$ cat src/rtl/writeback_arbiter_if.sv
// rtl/writeback_arbiter_if.sv - result-source and writeback-port bundle for writeback_arbiter
interface writeback_arbiter_if #(
   parameter int DW = 16,
   parameter int TW = 5
);
   logic          a0_valid;
   logic [DW-1:0] a0_data;
   logic [TW-1:0] a0_tag;
   logic          a1_valid;
   logic [DW-1:0] a1_data;
   logic [TW-1:0] a1_tag;
   logic          m_valid;
   logic [DW-1:0] m_data;
   logic [TW-1:0] m_tag;
   logic          ls_valid;
   logic [7:0]    ls_data;
   logic [TW-1:0] ls_tag;
   logic [3:0]    src_ready;
   logic          wb0_en;
   logic [TW-1:0] wb0_tag;
   logic [DW-1:0] wb0_data;
   logic          wb1_en;
   logic [TW-1:0] wb1_tag;
   logic [DW-1:0] wb1_data;
   logic          overflow_err;

   modport master (
      output a0_valid, a0_data, a0_tag, a1_valid, a1_data, a1_tag,
             m_valid, m_data, m_tag, ls_valid, ls_data, ls_tag,
      input  src_ready, wb0_en, wb0_tag, wb0_data, wb1_en, wb1_tag, wb1_data,
             overflow_err
   );

   modport slave (
      input  a0_valid, a0_data, a0_tag, a1_valid, a1_data, a1_tag,
             m_valid, m_data, m_tag, ls_valid, ls_data, ls_tag,
      output src_ready, wb0_en, wb0_tag, wb0_data, wb1_en, wb1_tag, wb1_data,
             overflow_err
   );
endinterface

$ cat src/rtl/writeback_arbiter.sv
// rtl/writeback_arbiter.sv - per-unit result FIFOs arbitrated round-robin onto two write ports
module writeback_arbiter #(
   parameter int DEPTH = 2,
   parameter int DW    = 16,
   parameter int TW    = 5
) (
   input  logic               clk,
   input  logic               rst_n,
   writeback_arbiter_if.slave bus
);
   localparam int PW = $clog2(DEPTH);
   localparam int CW = $clog2(DEPTH + 1);

   logic [DW-1:0] data_mem [4][DEPTH];
   logic [TW-1:0] tag_mem  [4][DEPTH];
   logic [PW-1:0] wr_ptr   [4];
   logic [PW-1:0] rd_ptr   [4];
   logic [CW-1:0] count    [4];
   logic [1:0]    rr_ptr;

   logic [3:0]    in_valid, ready, push, pop, not_empty;
   logic [DW-1:0] in_data   [4];
   logic [TW-1:0] in_tag    [4];
   logic [DW-1:0] head_data [4];
   logic [TW-1:0] head_tag  [4];

   logic          g0_hit, g1_hit;
   logic [1:0]    g0_src, g1_src;

   assign in_valid = {bus.ls_valid, bus.m_valid, bus.a1_valid, bus.a0_valid};

   always_comb begin
      in_data[0] = bus.a0_data;
      in_data[1] = bus.a1_data;
      in_data[2] = bus.m_data;
      in_data[3] = {{(DW-8){1'b0}}, bus.ls_data};
      in_tag[0]  = bus.a0_tag;
      in_tag[1]  = bus.a1_tag;
      in_tag[2]  = bus.m_tag;
      in_tag[3]  = bus.ls_tag;
   end

   // Ready looks only at registered occupancy, so a full FIFO refuses even while popping.
   always_comb begin
      for (int i = 0; i < 4; i++) begin
         ready[i]     = (count[i] != CW'(DEPTH));
         not_empty[i] = (count[i] != '0);
         head_data[i] = data_mem[i][rd_ptr[i]];
         head_tag[i]  = tag_mem[i][rd_ptr[i]];
      end
   end

   assign push          = in_valid & ready;
   assign bus.src_ready = ready;

   // Port 1 skips any head whose tag matches port 0 so both ports never hit one register.
   always_comb begin
      logic [1:0] idx;
      g0_hit = 1'b0;
      g1_hit = 1'b0;
      g0_src = rr_ptr;
      g1_src = rr_ptr;
      pop    = '0;
      for (int k = 0; k < 4; k++) begin
         idx = rr_ptr + 2'(k);
         if (!g0_hit) begin
            if (not_empty[idx]) begin
               g0_hit = 1'b1;
               g0_src = idx;
            end
         end else if (!g1_hit && not_empty[idx] && (head_tag[idx] != head_tag[g0_src])) begin
            g1_hit = 1'b1;
            g1_src = idx;
         end
      end
      if (g0_hit) pop[g0_src] = 1'b1;
      if (g1_hit) pop[g1_src] = 1'b1;
   end

   always_ff @(posedge clk) begin
      for (int i = 0; i < 4; i++) begin
         if (push[i]) begin
            data_mem[i][wr_ptr[i]] <= in_data[i];
            tag_mem[i][wr_ptr[i]]  <= in_tag[i];
         end
      end
   end

   always_ff @(posedge clk) begin
      if (!rst_n) begin
         for (int i = 0; i < 4; i++) begin
            wr_ptr[i] <= '0;
            rd_ptr[i] <= '0;
            count[i]  <= '0;
         end
         rr_ptr           <= 2'd0;
         bus.wb0_en       <= 1'b0;
         bus.wb0_tag      <= '0;
         bus.wb0_data     <= '0;
         bus.wb1_en       <= 1'b0;
         bus.wb1_tag      <= '0;
         bus.wb1_data     <= '0;
         bus.overflow_err <= 1'b0;
      end else begin
         for (int i = 0; i < 4; i++) begin
            if (push[i]) wr_ptr[i] <= wr_ptr[i] + 1'b1;
            if (pop[i])  rd_ptr[i] <= rd_ptr[i] + 1'b1;
            case ({push[i], pop[i]})
               2'b10:   count[i] <= count[i] + 1'b1;
               2'b01:   count[i] <= count[i] - 1'b1;
               default: count[i] <= count[i];
            endcase
         end
         bus.wb0_en <= g0_hit;
         if (g0_hit) begin
            bus.wb0_tag  <= head_tag[g0_src];
            bus.wb0_data <= head_data[g0_src];
         end
         bus.wb1_en <= g1_hit;
         if (g1_hit) begin
            bus.wb1_tag  <= head_tag[g1_src];
            bus.wb1_data <= head_data[g1_src];
         end
         if (g1_hit)      rr_ptr <= g1_src + 2'd1;
         else if (g0_hit) rr_ptr <= g0_src + 2'd1;
         if (|(in_valid & ~ready)) bus.overflow_err <= 1'b1;
      end
   end
endmodule

$ cat src/flat_wrapper.sv
// flat-port wrapper written by rule: the top's interface ports become plain ports
module writeback_arbiter_flat 
#(
   parameter int DEPTH = 2,
   parameter int DW    = 16,
   parameter int TW    = 5
)
  (clk, rst_n, bus_a0_valid, bus_a0_data, bus_a0_tag, bus_a1_valid, bus_a1_data, bus_a1_tag, bus_m_valid, bus_m_data, bus_m_tag, bus_ls_valid, bus_ls_data, bus_ls_tag, bus_src_ready, bus_wb0_en, bus_wb0_tag, bus_wb0_data, bus_wb1_en, bus_wb1_tag, bus_wb1_data, bus_overflow_err);
  writeback_arbiter_if #(.DW(DW), .TW(TW)) bus_i ();
  input  logic clk;
  input  logic rst_n;
  input wire logic [$bits(bus_i.a0_valid)-1:0] bus_a0_valid;
  input wire logic [$bits(bus_i.a0_data)-1:0] bus_a0_data;
  input wire logic [$bits(bus_i.a0_tag)-1:0] bus_a0_tag;
  input wire logic [$bits(bus_i.a1_valid)-1:0] bus_a1_valid;
  input wire logic [$bits(bus_i.a1_data)-1:0] bus_a1_data;
  input wire logic [$bits(bus_i.a1_tag)-1:0] bus_a1_tag;
  input wire logic [$bits(bus_i.m_valid)-1:0] bus_m_valid;
  input wire logic [$bits(bus_i.m_data)-1:0] bus_m_data;
  input wire logic [$bits(bus_i.m_tag)-1:0] bus_m_tag;
  input wire logic [$bits(bus_i.ls_valid)-1:0] bus_ls_valid;
  input wire logic [$bits(bus_i.ls_data)-1:0] bus_ls_data;
  input wire logic [$bits(bus_i.ls_tag)-1:0] bus_ls_tag;
  output wire logic [$bits(bus_i.src_ready)-1:0] bus_src_ready;
  output wire logic [$bits(bus_i.wb0_en)-1:0] bus_wb0_en;
  output wire logic [$bits(bus_i.wb0_tag)-1:0] bus_wb0_tag;
  output wire logic [$bits(bus_i.wb0_data)-1:0] bus_wb0_data;
  output wire logic [$bits(bus_i.wb1_en)-1:0] bus_wb1_en;
  output wire logic [$bits(bus_i.wb1_tag)-1:0] bus_wb1_tag;
  output wire logic [$bits(bus_i.wb1_data)-1:0] bus_wb1_data;
  output wire logic [$bits(bus_i.overflow_err)-1:0] bus_overflow_err;
  assign bus_i.a0_valid = bus_a0_valid;
  assign bus_i.a0_data = bus_a0_data;
  assign bus_i.a0_tag = bus_a0_tag;
  assign bus_i.a1_valid = bus_a1_valid;
  assign bus_i.a1_data = bus_a1_data;
  assign bus_i.a1_tag = bus_a1_tag;
  assign bus_i.m_valid = bus_m_valid;
  assign bus_i.m_data = bus_m_data;
  assign bus_i.m_tag = bus_m_tag;
  assign bus_i.ls_valid = bus_ls_valid;
  assign bus_i.ls_data = bus_ls_data;
  assign bus_i.ls_tag = bus_ls_tag;
  assign bus_src_ready = bus_i.src_ready;
  assign bus_wb0_en = bus_i.wb0_en;
  assign bus_wb0_tag = bus_i.wb0_tag;
  assign bus_wb0_data = bus_i.wb0_data;
  assign bus_wb1_en = bus_i.wb1_en;
  assign bus_wb1_tag = bus_i.wb1_tag;
  assign bus_wb1_data = bus_i.wb1_data;
  assign bus_overflow_err = bus_i.overflow_err;
  writeback_arbiter #(.DEPTH(DEPTH), .DW(DW), .TW(TW)) u_core (.clk(clk), .rst_n(rst_n), .bus(bus_i));
endmodule
$ cat config.mk
export PLATFORM = sky130hd
export DESIGN_NAME = writeback_arbiter_flat
export DESIGN_NICKNAME = d
export VERILOG_FILES = /design/src/rtl/writeback_arbiter_if.sv /design/src/rtl/writeback_arbiter.sv /design/src/flat_wrapper.sv
export SDC_FILE = /design/constraint.sdc
export NUM_CORES = 1
export LEC_CHECK = 0
export BUFFER_PORTS_ARGS = -buffer_cell sky130_fd_sc_hd__buf_2
export CAP_MARGIN = 20
export CORE_AREA = 2 2 160 280
export DETAILED_ROUTE_END_ITERATION = 8
export DIE_AREA = 0 0 162 282
export PLACE_DENSITY = 0.46
export SLEW_MARGIN = 15
export SYNTH_ARGS = -nofsm -noshare
export SYNTH_HDL_FRONTEND = slang
export SYNTH_SLANG_ARGS = --single-unit
$ cat constraint.sdc
create_clock -name clk -period 5.67 [get_ports clk]
set_clock_uncertainty 0.15 [all_clocks]
set_input_delay 0.567 -clock clk [delete_from_list [all_inputs] [get_ports clk]]
set_output_delay 0.567 -clock clk [all_outputs]
set_load 0.01 [all_outputs]
======== Yosys cells after proc, flatten, opt, wreduce, memory -nomap -nowiden ========
Memories as Yosys holds them, arrays and structs flattened.
Index checks and enable logic that the tools add are counted.
cells by class
  $add $sub $neg .......................... 21
  $lt $le $gt $ge ......................... 28
  equal/unequal tests ..................... 15
  mux-type cells .......................... 200
  bitwise logic cells ..................... 40
  reduce and logical (&&, ||, !) cells .... 23
operator list
  kind                   number
  $mux W16               20
  $mux W5                32
  $mux W32               4
  $mux W1                88
  $bmux W5 S2            8
  $bmux W16 S2           2
  $demux W16 S1          4
  $mux W2                26
  $mux W10               4
  $ge A3 B3 Y1 const B   8
  $not A2 Y3             8
  $demux W5 S1           4
  $or A1 B1 Y1           20
  $lt A2 B3 Y1 const B   6
  $ge A2 B2 Y1 const B   8
  $not A1 Y2             8
  $ne A5 B5 Y1           3
  $add A2 B1 Y2 const B  7
  $logic_and A1 B1 Y1    11
  $reduce_bool A2 Y1     5
  $add A1 B1 Y1 const B  8
  $and A4 B4 Y4          2
  $bmux W1 S2            4
  $eq A2 B1 Y1 const B   4
  13 further kinds       33
storage, ports and cells
  bits in registers ....................... 47
  memory bits (writable) .................. 184
  input port bits ......................... 82
  output and inout port bits .............. 49
  logic and storage cells ................. 340
  memories ................................ 5
memories
  name             depth  bits a word  rd ports  clocked after memory_dff  write ports  line                     RTL
  u_core.data_mem  4      32           4         0                         4            writeback_arbiter.sv:14  logic [DW-1:0] data_mem [4][DEPTH];
  u_core.tag_mem   4      10           4         0                         4            writeback_arbiter.sv:15  logic [TW-1:0] tag_mem [4][DEPTH];
  u_core.count     4      2            4         0                         4            writeback_arbiter.sv:18  logic [CW-1:0] count [4];
  u_core.rd_ptr    4      1            4         0                         4            writeback_arbiter.sv:17  logic [PW-1:0] rd_ptr [4];
  u_core.wr_ptr    4      1            4         0                         4            writeback_arbiter.sv:16  logic [PW-1:0] wr_ptr [4];

======== Longest topological paths before layout ========
An unclocked memory read counts as a cell.
  depth after elaboration ................. 35
  mapped depth ............................ 20
  depth with buffers taken out ............ 18

======== Worst setup path before layout ========
Ideal clock, no wire load.
  path type ............................... register to register
  start point ............................. memory u_core.count[2][0] (netlist bit)
  end point ............................... memory u_core.count[0][0] (netlist bit) (enable)
  library setup time ...................... 0.327 ns
  arrival time ............................ 3.818 ns
  data required time ...................... 5.193 ns
  setup slack ............................. 1.375 ns
  cell stages (with the launch flop) ...... 16
  path buffers ............................ 2
  period minus slack after synthesis ...... 4.295 ns
  cell sequence ........................... edfxtp_1 > or2_1 > buf_6 > mux4_2 > or3_4 > buf_6 > a221oi_2 > nor3_1 > and4b_1 > o211ai_2 > a21oi_4 > xnor2_4 > nand2b_1 > o21a_1 > ha_1 > o21ai_0
RTL lines
  what             line
  start, declared  writeback_arbiter.sv:18

==> impl_results.md <==
* Largest net degree at the start of global routing at 33
* Clk buf depth at 3
* # nets final at 1076
* Reg2reg start: u_core.rr_ptr[1]$_SDFFE_PN0P_
* Final core utilization at 29.9%
* Top-area cell type share of the netlist area at roughly 45%
* Hold Buf Count CTS at 0
* Initial antenna violation count at 1
* Fin. Hold Viols at 0
* Avg WL per Cell at approximately 22 um
* Clock power frac at between 10 and 15%
* Post-route ant nets at 0
* Synth async-reset ratio at 0%
* # Post-CTS Setup Buffers at 0
* Worst-Margin Slew at roughly 900 ps
* CP max FO at 18
* DRC viols at 0
* Htree depth at 1
* Vias per cell at 4.94
* Slew Limit Fails at 0
* Vias at 7733
* Net Count, Synth at around 930
* # fillers at approximately 4500
* First-pass GRT wire length at 51200 um
* Placer Congestion at 0.851
* Max cap viols at 0
* Total power at roughly 9400 uW
* Critical path required time at 5710 ps
* Row count at 101
* Final setup TNS at 0 ps
* Yosys reg bits at 215
* Type of the worst setup path: reg2reg
* Leak Pwr at 0.00481 uW
* Vias in the first global route at 7975
* RSZ-0062 raised after global routing: no
* Worst hold start: bus_ls_tag[2]
* Die Area at 45700 um^2
* Post-CTS sizing at 0
* CP Buf/Inv Count at 0
* Worst Setup End Kind: flop
* Critical path origin: u_core.rr_ptr[1]$_SDFFE_PN0P_
* Die Y at about 280 um
* Area after DPL at 12200 um^2
* Top delay family on crit path: compound AO/OA/AOI/OAI gates
* Cts bufs inserted at 21
* Synth warn at 0
* Fmax at about 200 MHz
* Final HPWL DP at about 25000 um
* Port Buffer Count at 130
* Setup violations, final at 0
* # IOs at between 100 and 150
* Drt first-iter violations at 538
* Critical Path Max Stage Delay at 740 ps
* FF+latch area at just under 6000 um^2
* Drt pass-1 iters at 5
* Drt total wl at approximately 35000 um
* Run status: completed
* Post-Synthesis Cell Area at 10800 um^2
* Core box area at 43200 um^2
* Finished Cell Area at 12900 um^2
* Area Overhead vs Synth at 19.9%
* Cell Pwr Density at 726 nW/um^2
* Min Tclk post-route at 5060 ps
* Hold WC Path Type: in2reg
* VDD IR max at 0.000412 V
* Psw at roughly 4200 uW
* Synth area leaders: edfxtp_1 45%, mux2i_1 11%, dfxtp_1 9.9%, mux4_2 5.2%, mux2_2 2.1%
* Multi-input gate area at around 4600 um^2
* Most common cell after layout, fill and taps aside: edfxtp_1
* Layout cells sized above 1 at 27.8%
* Root Driver: clkbuf_16
* WHS at 72.9 ps
* Primary FF master, synth: edfxtp_1
* Worst-path cell chain: nor2_1, nor4_1, o22ai_2, a2111oi_0, nor3_1, and4b_1, o211ai_2, a21oi_4, xnor2_4, nand2b_1, o21a_1, ha_1, o21ai_0
* EDFF count, synth at 162
* Reg clk slew, reported paths at 70 ps
* Starting Density at between 20% and 30%
* Switching share of power at approximately 44%
* CP startpoint kind: flop
* Relative slew slack at 38.0%
* Logic pwr share at 59.9%
* CTS sink cnt at about 220
* TritonCTS clock tree: yes
* Area leader, netlist: edfxtp_1
* Chip Width at 162 um
* Final period util at about nine tenths
* Int Power at 5230 uW
* Seq pwr share at 25.3%
* CP max stage cell: dfxtp_1
* Highest-count cells in the layout ignoring fill and taps: 162 x edfxtp_1, 130 x buf_2, 115 x mux2i_1
* Synth Instances at about 840
* Post-synthesis area per instance at around 13 um^2
* GRT overflow at 0
* Clock insertion delay at the later pin of the skew report at approximately 530 ps
* Seq/Total Area, Yosys at 55.0%
* Crit path arrival time at around 5000 ps
* GRT Overall Usage at 15.0%
* Distinct cells, synth at 74
## power groups by stage
stage                     combinational [uW]  clock (uW)  sequential (uW)
after CTS                               5630        1430             2380
final                                   5620        1390             2370
after global placement                  5580           0             2400
after detailed placement                5610           0             2410
after floorplan                         4020           0             2330
after global routing                    6060        1490             2410
## per-layer routing
layer / global-route usage [%] / vias to the layer above / wire length (um)
met4: 5.31 / 0 / 949
met1: 16.2 / 3918 / 13100
met5: 0 / - / 0
met3: 1.82 / 46 / 1360
met2: 29.6 / 221 / 19300
li1: - / 3548 / -
## synthesized netlist by cell type, types with 5 or more instances
master and number:
ha_1 11, or4_1 5, mux4_2 25, buf_1 7
inv_1 16, buf_2 22, xor2_1 6, a21oi_1 16
a21o_1 5, o31ai_1 13, mux2i_1 115, a22o_1 10
nand2_1 42, a211o_1 6, a221oi_1 6, mux2_2 20
o22ai_1 6, clkbuf_1 19, o21ai_0 19, nor3_1 20
o21ai_1 15, edfxtp_1 162, nand2b_1 6, a211oi_1 19
and3_1 8, nor2_1 59, xnor2_1 20, dfxtp_1 53
nand3_1 24, a221o_1 13
## kinds of logic (layout without fill, tap and decap cells)
kind of cell | count (synthesis) | in the layout | share of synthesized area (%)
flip-flops | 215 | 215 | 55.0
AND/OR/NAND/NOR | 191 | 191 | 8.59
AO/OA/AOI/OAI | 163 | 163 | 11.5
multiplexers | 160 | 160 | 18.0
buffers and inverters | 71 | 230 | 3.08
XOR/XNOR | 28 | 28 | 2.52
adder cells (fa/ha/maj) | 11 | 11 | 1.28
other | 0 | 1 | 0
## worst paths after layout
check             cells past startpoint                            endpoint  slack, ps
setup reg to reg                     13    u_core.count[0][1]$_SDFFCE_PN0P_        610
hold / removal                        1      u_core.tag_mem[3][2]$_DFFE_PP_         70
setup / recovery                     13    u_core.count[0][1]$_SDFFCE_PN0P_        610
hold reg to reg                       2  u_core.bus.wb0_tag[0]$_SDFFE_PN0P_        340
## stage by stage
stage	cells	setup WS, ps
2_1_floorplan	839	1370
3_3_place_gp	1526	644
3_5_place_dp	1526	671
4_1_cts	1564	650
5_1_grt	1565	179
6_report	1565	614
## layout make-up
cell class                 count  area share, %
multi-input combinational    553           35.3
sequential                   215           45.9
tap                          566           5.49
inverter                      18          0.523
clock inverter                10          0.688
antenna                        1         0.0194
clock buffer                  28           4.51
timing repair buffer         174           7.60
## state kept, by name, indices dropped and copies added (netlist names)
signal                   cells
u_core.bus.overflow_err      1
u_core.bus.wb0_data         16
u_core.bus.wb1_tag           5
u_core.count                 8
u_core.bus.wb1_en            1
u_core.rr_ptr                2
u_core.bus.wb1_data         16
u_core.rd_ptr                4
u_core.wr_ptr                4
u_core.bus.wb0_tag           5
u_core.data_mem            112
u_core.bus.wb0_en            1
u_core.tag_mem              40
## worst reg2reg max path, stage by stage, from the launching register on
cell and delay [ps]:
dfxtp_1 740, nor2_1 240, nor4_1 610, o22ai_2 410, a2111oi_0 610, nor3_1 100
and4b_1 350, o211ai_2 200, a21oi_4 240, xnor2_4 80, nand2b_1 200, o21a_1 200
ha_1 310, o21ai_0 300
Power figures use the tool's default switching activity.
